**src/rtl/multiplier_pipelined_param_if.sv**
```systemverilog
// Operand/result handshake bundle for multiplier_pipelined_param.
//   master : issue side (drives operands, tag, out_ready; sees in_ready and results)
//   slave  : multiplier side (accepts operands, returns r/out_tag with out_valid)
// Signals:
//   in_valid/in_ready   operand beat handshake
//   a, b                WIDTH-bit operands
//   is_signed           1 = two's-complement operands for this beat
//   in_tag              opaque tag returned with the result
//   out_valid/out_ready result handshake
//   r                   2*WIDTH-bit product
//   out_tag             tag of the result
interface multiplier_pipelined_param_if #(
    parameter int unsigned WIDTH     = 32,
    parameter int unsigned TAG_WIDTH = 4
);
    logic                   in_valid;
    logic                   in_ready;
    logic [WIDTH-1:0]       a;
    logic [WIDTH-1:0]       b;
    logic                   is_signed;
    logic [TAG_WIDTH-1:0]   in_tag;
    logic                   out_valid;
    logic                   out_ready;
    logic [2*WIDTH-1:0]     r;
    logic [TAG_WIDTH-1:0]   out_tag;

    modport master (
        output in_valid, a, b, is_signed, in_tag, out_ready,
        input  in_ready, out_valid, r, out_tag
    );

    modport slave (
        input  in_valid, a, b, is_signed, in_tag, out_ready,
        output in_ready, out_valid, r, out_tag
    );
endinterface

```
**src/rtl/multiplier_pipelined_param.sv**
```systemverilog
// Three-stage pipelined WIDTH x WIDTH multiplier with per-beat signed/unsigned mode,
// a sideband tag and valid/ready handshakes on both sides.
// Ports:
//   clk    rising-edge clock
//   reset  asynchronous, active-high reset; clears all valid bits and data registers
//   bus    slave modport of multiplier_pipelined_param_if (operands in, product out)
// WIDTH must be even and >= 4; TAG_WIDTH must be >= 1.
// The whole pipe advances as one unit: when the result stage is full and not taken,
// every stage holds (bubbles are not squeezed out).
module multiplier_pipelined_param #(
    parameter int unsigned WIDTH     = 32,
    parameter int unsigned TAG_WIDTH = 4
) (
    input logic                         clk,
    input logic                         reset,
    multiplier_pipelined_param_if.slave bus
);

    localparam int unsigned H  = WIDTH / 2;
    localparam int unsigned W2 = 2 * WIDTH;

    logic adv;

    // Stage 1: captured operands
    logic                 v1_q, v1_d;
    logic [WIDTH-1:0]     a1_q, a1_d;
    logic [WIDTH-1:0]     b1_q, b1_d;
    logic                 s1_q, s1_d;
    logic [TAG_WIDTH-1:0] tag1_q, tag1_d;

    // Stage 2: partial products and signed correction
    logic                 v2_q, v2_d;
    logic [WIDTH-1:0]     ll_q, ll_d;
    logic [WIDTH-1:0]     hl_q, hl_d;
    logic [WIDTH-1:0]     lh_q, lh_d;
    logic [WIDTH-1:0]     hh_q, hh_d;
    logic [W2-1:0]        corr_q, corr_d;
    logic [TAG_WIDTH-1:0] tag2_q, tag2_d;

    // Stage 3: result
    logic                 v3_q, v3_d;
    logic [W2-1:0]        r_q, r_d;
    logic [TAG_WIDTH-1:0] tag3_q, tag3_d;

    logic [H-1:0]     a_lo, a_hi, b_lo, b_hi;
    logic [WIDTH-1:0] corr_sum;
    logic [W2-1:0]    mid, prod;

    assign adv = !v3_q || bus.out_ready;

    always_comb begin : s1_next
        v1_d   = v1_q;
        a1_d   = a1_q;
        b1_d   = b1_q;
        s1_d   = s1_q;
        tag1_d = tag1_q;
        if (adv) begin
            v1_d = bus.in_valid;
            if (bus.in_valid) begin
                a1_d   = bus.a;
                b1_d   = bus.b;
                s1_d   = bus.is_signed;
                tag1_d = bus.in_tag;
            end
        end
    end

    always_comb begin : s2_next
        a_lo     = a1_q[H-1:0];
        a_hi     = a1_q[WIDTH-1:H];
        b_lo     = b1_q[H-1:0];
        b_hi     = b1_q[WIDTH-1:H];
        // Only the low WIDTH bits survive the << WIDTH into a 2*WIDTH result.
        corr_sum = (a1_q[WIDTH-1] ? b1_q : '0) + (b1_q[WIDTH-1] ? a1_q : '0);
        v2_d     = v2_q;
        ll_d     = ll_q;
        hl_d     = hl_q;
        lh_d     = lh_q;
        hh_d     = hh_q;
        corr_d   = corr_q;
        tag2_d   = tag2_q;
        if (adv) begin
            v2_d = v1_q;
            if (v1_q) begin
                ll_d   = {{H{1'b0}}, a_lo} * {{H{1'b0}}, b_lo};
                hl_d   = {{H{1'b0}}, a_hi} * {{H{1'b0}}, b_lo};
                lh_d   = {{H{1'b0}}, a_lo} * {{H{1'b0}}, b_hi};
                hh_d   = {{H{1'b0}}, a_hi} * {{H{1'b0}}, b_hi};
                corr_d = s1_q ? {corr_sum, {WIDTH{1'b0}}} : '0;
                tag2_d = tag1_q;
            end
        end
    end

    always_comb begin : s3_next
        mid    = {{WIDTH{1'b0}}, hl_q} + {{WIDTH{1'b0}}, lh_q};
        // Unsigned product minus the sign correction gives the two's-complement
        // product modulo 2^(2*WIDTH).
        prod   = {hh_q, {WIDTH{1'b0}}} + (mid << H) + {{WIDTH{1'b0}}, ll_q} - corr_q;
        v3_d   = v3_q;
        r_d    = r_q;
        tag3_d = tag3_q;
        if (adv) begin
            v3_d = v2_q;
            // r/out_tag keep their last value across bubbles.
            if (v2_q) begin
                r_d    = prod;
                tag3_d = tag2_q;
            end
        end
    end

    always_ff @(posedge clk or posedge reset) begin
        if (reset) begin
            v1_q   <= 1'b0;
            a1_q   <= '0;
            b1_q   <= '0;
            s1_q   <= 1'b0;
            tag1_q <= '0;
            v2_q   <= 1'b0;
            ll_q   <= '0;
            hl_q   <= '0;
            lh_q   <= '0;
            hh_q   <= '0;
            corr_q <= '0;
            tag2_q <= '0;
            v3_q   <= 1'b0;
            r_q    <= '0;
            tag3_q <= '0;
        end else begin
            v1_q   <= v1_d;
            a1_q   <= a1_d;
            b1_q   <= b1_d;
            s1_q   <= s1_d;
            tag1_q <= tag1_d;
            v2_q   <= v2_d;
            ll_q   <= ll_d;
            hl_q   <= hl_d;
            lh_q   <= lh_d;
            hh_q   <= hh_d;
            corr_q <= corr_d;
            tag2_q <= tag2_d;
            v3_q   <= v3_d;
            r_q    <= r_d;
            tag3_q <= tag3_d;
        end
    end

    assign bus.in_ready  = adv;
    assign bus.out_valid = v3_q;
    assign bus.r         = r_q;
    assign bus.out_tag   = tag3_q;

endmodule

```
**src/flat_wrapper.sv**
```systemverilog
// flat-port wrapper written by rule: the top's interface ports become plain ports
module multiplier_pipelined_param_flat 
#(
    parameter int unsigned WIDTH     = 32,
    parameter int unsigned TAG_WIDTH = 4
)
  (clk, reset, bus_in_valid, bus_a, bus_b, bus_is_signed, bus_in_tag, bus_out_ready, bus_in_ready, bus_out_valid, bus_r, bus_out_tag);
  multiplier_pipelined_param_if #(.WIDTH(WIDTH), .TAG_WIDTH(TAG_WIDTH)) bus_i ();
  input logic clk;
  input logic reset;
  input wire logic [$bits(bus_i.in_valid)-1:0] bus_in_valid;
  input wire logic [$bits(bus_i.a)-1:0] bus_a;
  input wire logic [$bits(bus_i.b)-1:0] bus_b;
  input wire logic [$bits(bus_i.is_signed)-1:0] bus_is_signed;
  input wire logic [$bits(bus_i.in_tag)-1:0] bus_in_tag;
  input wire logic [$bits(bus_i.out_ready)-1:0] bus_out_ready;
  output wire logic [$bits(bus_i.in_ready)-1:0] bus_in_ready;
  output wire logic [$bits(bus_i.out_valid)-1:0] bus_out_valid;
  output wire logic [$bits(bus_i.r)-1:0] bus_r;
  output wire logic [$bits(bus_i.out_tag)-1:0] bus_out_tag;
  assign bus_i.in_valid = bus_in_valid;
  assign bus_i.a = bus_a;
  assign bus_i.b = bus_b;
  assign bus_i.is_signed = bus_is_signed;
  assign bus_i.in_tag = bus_in_tag;
  assign bus_i.out_ready = bus_out_ready;
  assign bus_in_ready = bus_i.in_ready;
  assign bus_out_valid = bus_i.out_valid;
  assign bus_r = bus_i.r;
  assign bus_out_tag = bus_i.out_tag;
  multiplier_pipelined_param #(.WIDTH(WIDTH), .TAG_WIDTH(TAG_WIDTH)) u_core (.clk(clk), .reset(reset), .bus(bus_i));
endmodule
```
**config.mk**
```make
export PLATFORM = sky130hd
export DESIGN_NAME = multiplier_pipelined_param_flat
export DESIGN_NICKNAME = d
export VERILOG_FILES = /design/src/rtl/multiplier_pipelined_param_if.sv /design/src/rtl/multiplier_pipelined_param.sv /design/src/flat_wrapper.sv
export SDC_FILE = /design/constraint.sdc
export NUM_CORES = 2
export LEC_CHECK = 0
export ABC_AREA = 0
export CAP_MARGIN = 20
export CORE_ASPECT_RATIO = 2
export CORE_MARGIN = 4
export CORE_UTILIZATION = 40
export CTS_CLUSTER_SIZE = 28
export DETAILED_ROUTE_END_ITERATION = 8
export SETUP_SLACK_MARGIN = 0.05
export SLEW_MARGIN = 20
export SYNTH_ARGS = -nofsm -noshare
export SYNTH_HDL_FRONTEND = slang
export SYNTH_SLANG_ARGS = --single-unit
```
**constraint.sdc**
```tcl
create_clock -name clk -period 22.8 [get_ports clk]
set_input_delay 4.56 -clock clk [delete_from_list [all_inputs] [get_ports clk]]
set_output_delay 4.56 -clock clk [all_outputs]
set_load 0.02 [all_outputs]
```
---- Word level (Yosys, flattened, before mapping) ----
Index checks and enable logic that the tools add are counted.
word-level totals
  bits in registers ....................... 336
  output and inout bits ................... 70
cells by class
  $add $sub $neg .......................... 5
  multiply operators ...................... 4
  multiplexer cells ....................... 3
  reductions and logical operators ........ 5
operator list
  kind                          count
  multiplier 16 x 16 -> 32 bit  4
  adder 64 x 32 -> 64 bit       1
  adder 64 bit                  1
  2-to-1 mux 32 bit             2
  2-to-1 mux 64 bit             1
  subtractor 64 bit             1
  adder 32 x 32 -> 33 bit       1
  adder 32 bit                  1
  AND reduction 2 bit           3
  zero test 1 bit               1
  logical OR 1 bit              1

---- Longest topological paths before layout ----
  depth in word-level cells ............... 4
  depth in mapped cells ................... 25

---- Worst setup path before layout ----
Ideal clock, no wire load.
  path kind ............................... input to output
  from .................................... in bus_out_ready
  to ...................................... out bus_in_ready
  data arrival time ....................... 4.980 ns
  required time ........................... 18.240 ns
  slack ................................... 13.260 ns
  cell stages on the path ................. 2
  buffers on the path ..................... 1
  path through ............................ nand2b_1 > clkbuf_1
between the ends
  longest elaborated chain between the ends .. 1
RTL lines
  element             line                              text
  start: declaration  flat_wrapper.sv:16                input wire logic [$bits(bus_i.out_ready)-1:0] bus_out_ready;
  logical OR 1 bit    multiplier_pipelined_param.sv:49  assign adv = !v3_q || bus.out_ready;
  end: declaration    flat_wrapper.sv:17                output wire logic [$bits(bus_i.in_ready)-1:0] bus_in_ready;
No other way between the ends.

---- Worst setup path in the final report ----
Ends and elaborated chain as after synthesis.

==> metrics.txt <==
async set-reset flop share out of synthesis 100.0%; drt drc 0; Longest Clk Path Bufs 3; #FFs+latches synth just over 300; Setup violations, final 0; top cells by area, synth fa_1 (31%), dfrtp_1 (15%), ha_1 (14%); Main synth FF type dfrtp_1; Fill cells 12700; share of the synthesized area in the top cell type between 30% and 40%; Layout Nets 7294; Layout Cells excl Fill 7580; Final ANT Viol Nets 0; Post-synth EDFFs 0; grt ovf 0; Synth cell types 73; pin count of the biggest net entering global routing 146; drt total wl between 100 and 150 mm; Worst-Margin Slew 1090 ps; Max-Cap Viols 0; worst hold-check path type reg -> reg; router iterations before antenna repair 6; clock slew at reported path FFs 60 ps; Clk Tree Root Cell clkbuf_16; Final Critical Period 10670 ps; DR iter-0 viols between 1500 and 2000; syn_nets 7319; # port buffers 142; top-level I/O count around 140; Crit path required time about 18000 ps; Final Worst Setup Slack ~12000 ps; Crit Path Max Fanout 9; GP Congestion 0.9132; antenna violations before repair 11; Placed Cells incl. Taps 7511; setup_tns 0 ps; Hold Fails Final Rpt 0; CTS tree yes; htree depth 2; Std-Cell Core Area between 100000 and 150000 um^2; syn avg cell area ~9 um^2; Post-CTS Setup Bufs 0; DPL Wire Length 119.0 mm; Worst Skew between 30 and 40 ps; f_max 93.72 MHz; hold_buf cts 0; RSZ-0062 raised after global routing no; Syn Inst Count 5881; FP Rows 186; most common cell in the netlist inv_1; number of CTS-inserted buffers 35; sequential fraction of the synthesis area 14.65%; yosys warns 0; CP Class in -> out; routed len/inst 19.69 um; top cells by count, synth inv_1 (1055), nand2_1 (909), fa_1 (795); Die ar. 136000 um^2; via/cell ratio 5.268; CP Launch Type input pin; Mapped Area 51910 um^2; Clock Sinks 304; clock latency on the worst-skew pair ~600 ps; status finished, final reports clean; die width 262.7 um; CP Data Arrival Time a little over 6000 ps; first-pass GRT wire length 236.0 mm; post-CTS resize count 0; Slew Viols, Final 0; share of layout cells above drive strength 1 between 3 and 4%; Yosys top cell by area fa_1; Die Ht 517.5 um; routed vias about 40000; endpoint type of the worst setup path output port; Syn-to-layout area delta 8.383%; worst slack at placement 12130 ps; Total Routing Usage GR 21.95%; setup slack, reg-to-reg 14830 ps; Tcrit/Tclk final 46.80%; Max-Slew Margin vs Limit 26.67%; number of global-route vias before repair 43290; Starting Density 40.34%
-- cells by family after synthesis --
family / count (synthesis) / synth area share [%]
simple gates: 1742 / 16.03
mux: 70 / 1.518
xor+xnor: 220 / 3.712
fa+ha+maj: 1365 / 44.40
flops: 304 / 14.65
buf+inv: 1330 / 9.617
compound gates: 850 / 10.07
-- path summary, 6_finish.rpt --
path	startpoint	endpoint	cells after the start
max in group asynchronous	reset	u_core.bus.r[7]	3
setup / recovery	bus_out_ready	bus_in_ready	3
hold reg to reg	u_core.tag1_q[3]	u_core.tag2_q[3]	2
min in group asynchronous	reset	u_core.b1_q[24]	2
setup reg to reg	u_core.b1_q[17]	u_core.lh_q[30]	21
hold / removal	u_core.tag1_q[3]	u_core.tag2_q[3]	2
-- stage by stage --
stage | hold slack (ps) | utilization (%) | instance area (um^2)
2_1_floorplan | 433.1 | - | 51910
3_3_place_gp | 451.3 | 42.73 | 55000
3_5_place_dp | 458.1 | 42.73 | 55000
4_1_cts | 467.1 | 43.70 | 56240
5_1_grt | 490.2 | 43.70 | 56250
6_report | 464.7 | 43.72 | 56260
-- registers in the layout (all words and copies together) (netlist names) --
register and flops:
u_core.bus.out_valid 1, u_core.s1_q 1, u_core.v1_q 1, u_core.hl_q 32, u_core.tag2_q 4, u_core.corr_q 32
u_core.bus.out_tag 4, u_core.b1_q 32, u_core.tag1_q 4, u_core.a1_q 32, u_core.hh_q 32, u_core.v2_q 1
u_core.bus.r 64, u_core.lh_q 32, u_core.ll_q 32
-- cell usage in the layout, fill, tap and decap left out, drive strengths merged, types with 8 or more instances in the layout --
| cell | synthesis | layout |
|---|---|---|
| nand4 | 39 | 39 |
| nor3 | 22 | 22 |
| mux2 | 70 | 70 |
| o22ai | 26 | 26 |
| o21bai | 35 | 35 |
| nor2 | 102 | 102 |
| a21o | 84 | 84 |
| a211oi | 29 | 29 |
| diode | 0 | 8 |
| nand3 | 49 | 49 |
| or3 | 10 | 10 |
| and3 | 15 | 15 |
| o21ai | 280 | 280 |
| a31oi | 14 | 14 |
| clkdlybuf4s50 | 0 | 142 |
| o211ai | 18 | 18 |
| xor2 | 97 | 97 |
| a21oi | 233 | 233 |
| nand2b | 25 | 25 |
| clkbuf | 265 | 44 |
| o31ai | 21 | 21 |
| o21a | 27 | 27 |
| dfrtp | 304 | 304 |
| fa | 795 | 795 |
| xnor2 | 123 | 123 |
| ha | 570 | 570 |
| and2 | 513 | 513 |
| nor2b | 21 | 21 |
| or2 | 10 | 10 |
| nand2 | 909 | 909 |
| inv | 1055 | 1058 |
| buf | 10 | 71 |
-- cell type report --
type	count	area (um^2)	share of cell area [%]
multi-input cells	4247	39340	69.91
flip-flops and latches	304	7612	13.53
inverters	1055	3968	7.052
well taps	1692	2117	3.763
repair buffers	213	1967	3.496
clock buffers	44	970.9	1.726
clock inverters	17	272.8	0.4848
diodes	8	20.02	0.03558
-- routing by layer --
metal  wire [um]  share of wire [%]  track usage [%]  up-vias
met5          17              0.011                0        -
met4        8050                5.4            9.830        4
met3        6177                4.1            2.093      398
met2       78910                 53            42.20     1089
met1       56090                 38            24.41    20030
li1            -                  -                -    18410
-- critical path, cell delays in order --
cell	delay, ps
clkdlybuf4s50_1	450
nand2b_1	400
clkdlybuf4s50_1	700
Power is not shown: default switching activity piles up to over one toggle a cycle in this logic, so the estimate is an artifact.
